**config.mk**
```make
export PLATFORM = sky130hd
export DESIGN_NAME = stream_upsizer
export DESIGN_NICKNAME = d
export VERILOG_FILES = /design/src/rtl/stream_upsizer.sv
export SDC_FILE = /design/constraint.sdc
export NUM_CORES = 1
export LEC_CHECK = 0
export CAP_MARGIN = 20
export CORE_MARGIN = 8
export CORE_UTILIZATION = 51
export DETAILED_ROUTE_END_ITERATION = 8
export PLACE_DENSITY = 0.81
export SYNTH_ARGS = -nofsm -noshare
export SYNTH_HDL_FRONTEND = slang
export SYNTH_SLANG_ARGS = --single-unit
```
**constraint.sdc**
```tcl
create_clock -name clk -period 3.1 [get_ports clk]
set_input_delay 0.31 -clock clk [delete_from_list [all_inputs] [get_ports clk]]
set_output_delay 0.31 -clock clk [all_outputs]
set_load 0.05 [all_outputs]
```
**src/rtl/stream_upsizer.sv**
```systemverilog
// Narrow-to-wide stream packer: collects RATIO narrow words little-endian into one wide word,
// with flush of partial groups and synchronous clear.
module stream_upsizer #(
  parameter int unsigned DATA_WIDTH = 8,
  parameter int unsigned RATIO      = 4
) (
  input  logic                          clk,
  input  logic                          rstn,
  input  logic [DATA_WIDTH-1:0]         in_data,
  input  logic                          in_valid,
  output logic                          in_ready,
  output logic [DATA_WIDTH*RATIO-1:0]   out_data,
  output logic [RATIO-1:0]              out_keep,
  output logic                          out_valid,
  input  logic                          out_ready,
  input  logic                          flush,
  input  logic                          clear,
  output logic [$clog2(RATIO):0]        fill
);

  localparam int unsigned FW = $clog2(RATIO) + 1;
  localparam int unsigned OW = DATA_WIDTH * RATIO;

  logic [OW-1:0]    acc_data_q, acc_data_d;
  logic [FW-1:0]    fill_q, fill_d;
  logic [OW-1:0]    out_data_q, out_data_d;
  logic [RATIO-1:0] out_keep_q, out_keep_d;
  logic             out_valid_q, out_valid_d;
  logic             flush_pend_q, flush_pend_d;

  logic [OW-1:0]    acc_w;
  logic [FW-1:0]    fill_w;
  logic [RATIO-1:0] keep_w;
  logic             in_fire;
  logic             out_free;
  logic             flush_req;
  logic             emit;

  // Accumulate, hand off to the output register, and service flush/clear.
  always_comb begin
    acc_data_d   = acc_data_q;
    fill_d       = fill_q;
    out_data_d   = out_data_q;
    out_keep_d   = out_keep_q;
    out_valid_d  = out_valid_q;
    flush_pend_d = flush_pend_q;

    in_ready  = (fill_q < FW'(RATIO)) && !flush_pend_q;
    in_fire   = in_valid && in_ready;
    out_free  = !out_valid_q || out_ready;
    flush_req = flush || flush_pend_q;

    acc_w = acc_data_q;
    for (int k = 0; k < RATIO; k++) begin
      if (in_fire && (fill_q == FW'(k))) acc_w[k*DATA_WIDTH +: DATA_WIDTH] = in_data;
    end
    fill_w = fill_q + FW'(in_fire);

    for (int k = 0; k < RATIO; k++) keep_w[k] = (FW'(k) < fill_w);

    emit = out_free && ((fill_w == FW'(RATIO)) || (flush_req && (fill_w != '0)));

    if (clear) begin
      acc_data_d   = '0;
      fill_d       = '0;
      out_data_d   = '0;
      out_keep_d   = '0;
      out_valid_d  = 1'b0;
      flush_pend_d = 1'b0;
    end else begin
      if (out_valid_q && out_ready) out_valid_d = 1'b0;
      acc_data_d = acc_w;
      fill_d     = fill_w;
      // A flush that cannot land now is remembered until the output register frees up.
      if (flush && (fill_w != '0) && !out_free) flush_pend_d = 1'b1;
      if (emit) begin
        out_data_d   = acc_w;
        out_keep_d   = keep_w;
        out_valid_d  = 1'b1;
        acc_data_d   = '0;
        fill_d       = '0;
        flush_pend_d = 1'b0;
      end
    end
  end

  always_ff @(posedge clk or negedge rstn) begin
    if (!rstn) begin
      acc_data_q   <= '0;
      fill_q       <= '0;
      out_data_q   <= '0;
      out_keep_q   <= '0;
      out_valid_q  <= 1'b0;
      flush_pend_q <= 1'b0;
    end else begin
      acc_data_q   <= acc_data_d;
      fill_q       <= fill_d;
      out_data_q   <= out_data_d;
      out_keep_q   <= out_keep_d;
      out_valid_q  <= out_valid_d;
      flush_pend_q <= flush_pend_d;
    end
  end

  assign out_data  = out_data_q;
  assign out_keep  = out_keep_q;
  assign out_valid = out_valid_q;
  assign fill      = fill_q;

endmodule

```
==> out/metrics.yaml, run 1 <==
synth_compound_area_frac: 0.165
synth-async-reset-ratio: 1.00
drt-wirelength-per-cell_um: 17.8
final_common_cell: "dfrtp_1"
synth_top_family_by_area: "compound AO/OA/AOI/OAI gates"
cts_tree: "done"
critical_path_arrival_ps: 2690
synth_fp_nets: 281
firstDrtPassIters: 4
synthAdderAreaFrac: 0.00859
num_antenna_cells: 0
cpMostUsedCell: "ha_1"
hold_slack_ps: 492
slew_violations: 0
max_freq_mhz: 404
skew_ps: 5.67
seq_area_frac_synth: 0.627
fin_crit_ps: 2470
area_delta_synth_final_pct: 28.0
drc_errors: 0
antenna_found_initial: 0
clkLatencyLatePin_ps: 340
endpoint_kind: "flip-flop"
synth-simple-area-share: 0.147
final_cell_mix: "73 x dfrtp_1, 64 x o22ai_1, 53 x clkdlybuf4s50_1, 39 x nor2_1, 33 x nand2_1"
cts_setup_buffers: 0
cpMaxStageDelayCell: "dfrtp_1"
clockRootBuffer: "clkbuf_8"
fin_nets: 340
synth_seq_cells: 73
maxCapViolations: 0
slowest_delay_ps: 490
worstSetupStartpointType: "flip-flop"
cts.sinks: 73
synthMuxAreaShare: 0.00859
ant_nets: 0
period_share: 0.798
track_usage: 0.183
grt_pass1_wl_um: 12100
finalSetupViolCount: 0
rsz0062_at_grt: "no"
io_pins: 55
fp-row-count: 27
fp.dieW_um: 91.6
report.final.hold_viol_count: 0
slew_headroom: 0.583
critical_path.top_delay_family: "simple AND/OR/NAND/NOR gates"
numCtsBuffers: 9
fin_util: 0.677
netlist_area_um2: 2910
critical_path_class: "reg -> reg"
tightest_slew_ps: 625
synth_edf_count: 0
ys.flop_type: "dfrtp_1"
vias: 2268
fin_setup_tns_ps: 0
cts-resized-gates: 0
gp_congestion: 0.866
status: "complete, no violations"
dp_hpwl_um: 4940
synth.distinct_cells: 29
crit_chain: "nor2_2 -> and2_1 -> ha_1 -> ha_1 -> or2_2 -> mux2_2 -> o21ai_4 -> buf_12 -> nor2_1"
ir_worst_vdd_mv: 0.401
wl_um: 7100
port_buffers: 54
synth-xor-area-share: 0.00558
cts-htree-levels: 3
cts_buffer_depth: 2
cp_data_required_time_ps: 3320
grt_pass1_vias: 2440
drt_iter0_markers: 144
viasPerCell: 5.67
hold_class: "reg -> reg"
p_per_area_nw_per_um2: 706
synth_warnings: 0
grt_max_degree: 33
netlist_instances: 265
die_area_um2: 8390
core_area_um2: 5510
leakage_nw: 1.64
overflow: 0
crit_buf_inv: 1
crit_fanout: 32
fin_area_um2: 3730
path_clk_slew_ps: 70
fp.dieH_um: 91.6
avgSynthCellArea_um2: 11.0
power.total_mw: 2.63
placed_area_um2: 3520
drive_gt1_frac: 0.125
initial_core_util: 0.529
registers in the layout, summed over array words and instances, names as in the netlist:
name	flops
acc_data_q	32
fill	3
flush_pend_q	1
out_data	32
out_keep	4
out_valid	1
power breakdown:
group / internal (mW) / switching, mW / total (mW)
logic: 0.270 / 0.541 / 0.811
clock network: 0.409 / 0.323 / 0.732
registers: 1.04 / 0.0459 / 1.09
worst reg2reg max path, cell delays in order (launching register included):
cell and delay, ps:
dfrtp_1 490, nor2_2 80, and2_1 160, ha_1 180, ha_1 300, or2_2 320
mux2_2 340, o21ai_4 200, buf_12 210, nor2_1 80
synth_stat cells (2+ instances only):
| master | count | area share |
|---|---|---|
| o22ai_1 | 64 | 0.14 |
| nor2_4 | 2 | 0.0077 |
| dfrtp_1 | 73 | 0.63 |
| buf_2 | 4 | 0.0069 |
| a311oi_1 | 2 | 0.0060 |
| a211oi_1 | 2 | 0.0052 |
| nand2_1 | 33 | 0.043 |
| buf_4 | 3 | 0.0077 |
| inv_1 | 2 | 0.0026 |
| buf_6 | 3 | 0.012 |
| a21oi_1 | 5 | 0.0086 |
| nor2_1 | 40 | 0.052 |
| or2_2 | 9 | 0.019 |
| clkbuf_1 | 5 | 0.0064 |
| nand3_1 | 2 | 0.0034 |
| nand4bb_1 | 2 | 0.0077 |
| ha_1 | 2 | 0.0086 |
through the flow:
stage | cells | setup slack [ps]
5_1_grt | 400 | 446
3_5_place_dp | 384 | 362
2_1_floorplan | 265 | 180
6_report | 400 | 626
3_3_place_gp | 384 | 433
4_1_cts | 400 | 610
path summary, 6_finish.rpt:
check / from / endpoint / slack [ps] / cells past startpoint
setup / recovery: fill[2] / acc_data_q[14] / 630 / 9
hold / removal: out_keep[0] / out_keep[0] / 490 / 1
setup reg to reg: fill[2] / acc_data_q[14] / 630 / 9
hold reg to reg: out_keep[0] / out_keep[0] / 490 / 1
max in group asynchronous: rstn / out_data[18] / 1770 / 3
min in group asynchronous: rstn / out_data[31] / 520 / 2
logic make-up after synthesis:
| group | count (synthesis) |
|---|---|
| flip-flops | 73 |
| XOR/XNOR | 1 |
| adder cells (fa/ha/maj) | 2 |
| buffers and inverters | 19 |
| multiplexers | 2 |
| AO/OA/AOI/OAI | 75 |
| AND/OR/NAND/NOR | 93 |
final cells by class:
cell class / count / area [µm²]
Tap cell: 72 / 90.1
Timing Repair Buffer: 64 / 626
Multi-Input combinational cell: 173 / 980
Clock buffer: 12 / 155
Sequential cell: 73 / 1830
Fill cell: 422 / 1780
Inverter: 3 / 11.3
Clock inverter: 3 / 40.0
routing by layer:
layer,part of all wire,global-route usage,vias up
met1,0.44,0.228,1112
met4,0.026,0.0941,0
met5,0,0,-
li1,-,-,1065
met3,0.066,0.0576,14
met2,0.47,0.279,77
timing repair:
action	CTS	global route
hold buffers	1	0
hold endpoints to repair	25	0
endpoints found under the setup margin	0	0
Power figures use the tool's default switching activity.
==> run 2, diff against run 1 <==
- clock period: 3.1 -> 2.55 ns (I/O delays scaled with it)
==> out/metrics.yaml, run 2 (synthesis results as in run 1) <==
pre_cts_ws_ps: 90.8  # -271 ps
ant_nets: 0  # unchanged
critical_path_arrival_ps: 2520  # -170 ps
critical_path_class: "reg -> reg"
maxCapViolations: 0  # unchanged
dp_hpwl_um: 4890  # -1.0%
fill_cells: 424  # +0.47%
drt_iter0_markers: 194  # +35%
skew_ps: 7.56  # +1.89 ps
met3WireLength_um: 468  # -0.64%
crit_chain: "nor2_4 -> and2_1 -> ha_2 -> ha_4 -> or2_4 -> mux2_4 -> o21ai_4 -> buf_12 -> nor2_1"
fin_cells: 406  # +1.5%
grt_pass1_vias: 2439  # -0.041%
fp.dieW_um: 91.6  # unchanged
worstSetupStartpointType: "flip-flop"
grt_pass1_wl_um: 12100  # +0.12%
track_usage: 0.182  # -0.000619
gp_congestion: 0.782  # -9.7%
firstDrtPassIters: 4  # unchanged
core_area_um2: 5510  # unchanged
wl_um: 7310  # +3.0%
cts_buffer_depth: 2  # unchanged
cts_tree: "done"
critical_path.top_delay_family: "simple AND/OR/NAND/NOR gates"
endpoint_kind: "flip-flop"
rsz0062_at_grt: "no"
hold_class: "in -> async"
drt-wirelength-per-cell_um: 18.0  # +1.4%
vias: 2271  # +0.13%
slew_violations: 0  # unchanged
fin_crit_ps: 2300  # -173 ps
leakage_nw: 1.67  # +1.9%
crit_buf_inv: 1  # unchanged
report.final.hold_viol_count: 0  # unchanged
antenna_found_initial: 0  # unchanged
tightest_slew_ps: 544  # -81.5 ps
slew_headroom: 0.636  # +0.0530
fin_nets: 346  # +1.8%
clkLatencyLatePin_ps: 340  # about the same
dp.cells: 390  # +1.6%
overflow: 0  # unchanged
status: "complete, no violations"
final_common_cell: "dfrtp_1"
crit_fanout: 32  # unchanged
initial_core_util: 0.529  # unchanged
viasPerCell: 5.59  # -1.3%
max_freq_mhz: 435  # +7.5%
cpMaxStageDelayCell: "dfrtp_2"
area_delta_synth_final_pct: 31.3
period_share: 0.902  # +0.104
drive_gt1_frac: 0.150  # +0.0247
clockRootBuffer: "clkbuf_8"
path_clk_slew_ps: 70  # about the same
fin_ws_ps: 249  # -377 ps
io_pins: 55  # unchanged
final_cell_mix: "72 x dfrtp_1, 64 x o22ai_1, 53 x clkdlybuf4s50_1, 39 x nor2_1, 33 x nand2_1"
ir_worst_vdd_mv: 0.411  # +2.4%
cts.sinks: 73  # unchanged
fp.dieH_um: 91.6  # unchanged
port_buffers: 54  # unchanged
finalSetupViolCount: 0  # unchanged
wl_met2_um: 3520  # +6.4%
cts-htree-levels: 3  # unchanged
cts_setup_buffers: 0  # unchanged
cp_data_required_time_ps: 2770  # -550 ps
num_antenna_cells: 0  # unchanged
met1_length_um: 3210  # +2.2%
placed_area_um2: 3620  # +2.8%
slowest_delay_ps: 480  # about the same
numCtsBuffers: 9  # unchanged
die_area_um2: 8390  # unchanged
fin_setup_tns_ps: 0  # unchanged
highest_layer: "met4"
power.total_mw: 3.27  # +24%
drc_errors: 0  # unchanged
fin_area_um2: 3830  # +2.6%
grt_max_degree: 74  # +120%
fp-row-count: 27  # unchanged
p_per_area_nw_per_um2: 855  # +21%
[run 2: per-stage QoR]
| stage | util | hold slack [ps] |
|---|---|---|
| finish | 0.695 | 463 |
| global route | 0.695 | 510 |
| CTS | 0.695 | 476 |
| detailed placement | 0.658 | 312 |
| global placement | 0.658 | 307 |
| floorplan | - | -40.6 |
[run 2: area by class of cell]
type | instances | area, µm² | area share
Sequential cell | 73 | 1830 | 0.478
Multi-Input combinational cell | 173 | 1010 | 0.263
Timing Repair Buffer | 70 | 696 | 0.182
Clock buffer | 12 | 155 | 0.0405
Tap cell | 72 | 90.1 | 0.0235
Clock inverter | 3 | 40.0 | 0.0105
Inverter | 3 | 11.3 | 0.00294
[run 2: worst paths after layout]
path                                   from              to  slack [ps]  cells past startpoint
worst max register to register      fill[2]  acc_data_q[18]         250                      9
worst min register to register  out_keep[0]     out_keep[0]         510                      1
max in group asynchronous              rstn         fill[2]        1770                      3
worst min-delay path                   rstn    out_data[30]         460                      3
worst max-delay path                fill[2]  acc_data_q[18]         250                      9
min in group clk                out_keep[0]     out_keep[0]         510                      1
[run 2: metal layers]
metal	vias up	track usage
li1	1073	-
met1	1108	0.226
met2	76	0.285
met3	14	0.0626
met4	0	0.0709
met5	-	0
[run 2: what timing repair did]
action | in CTS | in global routing
resized for setup | 0 | 0
hold buffers | 1 | 0
endpoints found under the hold margin | 73 | 0
[run 2: tightest hold or removal path, stage by stage]
cell,delay (ps)
dlygate4sd3_1,520
buf_2,120
buf_12,320
[run 2: power by group]
| group | internal (mW) | switching, mW |
|---|---|---|
| clock network | 0.497 | 0.400 |
| registers | 1.27 | 0.0597 |
| logic | 0.372 | 0.676 |
==> RTL edit (config.mk and constraints of run 1) <==
Set the parameter `RATIO` to 2 (it was 4).
--- a/src/rtl/stream_upsizer.sv
+++ b/src/rtl/stream_upsizer.sv
@@ -3,5 +3,5 @@
 module stream_upsizer #(
   parameter int unsigned DATA_WIDTH = 8,
-  parameter int unsigned RATIO      = 4
+  parameter int unsigned RATIO      = 2
 ) (
   input  logic                          clk,
Interface: changed (resized fill, out_data and out_keep); port bits go from 55 to 36. No check against the original RTL was run, so the function may have changed too.
==> RTL edit against run 1 <==
Power fell by 46%. First-iteration DRC count fell by 54%. Sequential cell count shrank 35. Wire length down 53%. Synthesized area fell by 45%. Setup slack better by 0.29 ns. Combinational power fell by 40%. Non-clock buffer count fell by 25. Cell area shrank 46%. Critical path type unchanged. Critical endpoint is now acc_data_q[11]$_DFF_PN0_.
==> RTL edit: results (changes against run 1) <==
Root Driver -> clkbuf_4
Clock transition at path regs -> 0.11 ns (+0.04 ns)
fin nets -> 187 (-45%)
slowest CP cell -> or2_1
drt wl/cell -> 15.5 microns (-13%)
M2 GR Usage -> 23.4% (-4.5 points)
Synth Area in Compound Gates -> 10.5% (-6.0 points)
drt total wl -> 3.35 mm (-53%)
synth cell count leaders -> 38 x dfrtp_1, 38 x nor2_1, 17 x a211oi_1
Peak supply drop -> 0.376 mV (-6.2%)
run status -> completed
Setup crit start -> flush_pend_q$_DFFE_PN0P_
R2R cell count -> 7 (-2)
adder-cell area share of the yosys netlist -> 0.774% (-0.085 points)
slowest stage delay, CP -> 0.51 ns (+0.02 ns)
Detailed Route Iter0 Violations -> 66 (-54%)
# fillers -> 235 (-44%)
number of global-route vias before repair -> 1,210 (-50%)
first-pass GRT wire length -> 5.76 mm (-52%)
met1 usage -> 16.4% (-6.4 points)
post-synth net total -> 150 (-47%)
mux contribution to synthesized area -> 9.91% (+9.0 points)
met3 Use GR -> 4.13% (-1.6 points)
CP Max Fanout -> 17 (-47%)
Critical Path AT -> 2.39 ns (-0.30 ns)
Synth area leaders -> dfrtp_1 59%, mux2i_1 9.9%, nor2_1 8.8%
PortBufs -> 35 (-35%)
register area share after synthesis -> 58.8% (-3.9 points)
Layout Skew -> 0.00761 ns (+0.00194 ns)
leakage power -> 0.884 nW (-46%)
final worst slack -> 0.920 ns (+0.294 ns)
HPWL Detailed -> 2.41 mm (-51%)
Synth Area per Inst -> 12.0 sq um (+8.9%)
RTL edit: worst max-delay path, delay by kind of cell, from the launching register on:
kind | cells | cell delay (ns)
DFF | 1 | 0.43
adders and majority gates | 1 | 0.19
xor gates and xnor gates | 1 | 0.23
and+or+nand+nor | 4 | 0.88
AOI/OAI and AO/OA | 1 | 0.31
RTL edit: power by group:
group | total (mW) | switching, mW | leakage, nW | internal, mW
registers | 0.582 | 0.0298 | 0.514 | 0.552
logic | 0.489 | 0.322 | 0.326 | 0.167
clock network | 0.348 | 0.161 | 0.0443 | 0.188
total | 1.42 | 0.512 | 0.884 | 0.907
RTL edit: layout make-up:
cell class / instances / area, sq um / share of cell area (%)
sequential: 38 / 951 / 46.9
multi-input combinational: 87 / 563 / 27.7
timing repair buffer: 39 / 375 / 18.5
tap: 44 / 55.1 / 2.71
clock buffer: 6 / 51.3 / 2.53
clock inverter: 1 / 30.0 / 1.48
inverter: 1 / 3.75 / 0.185
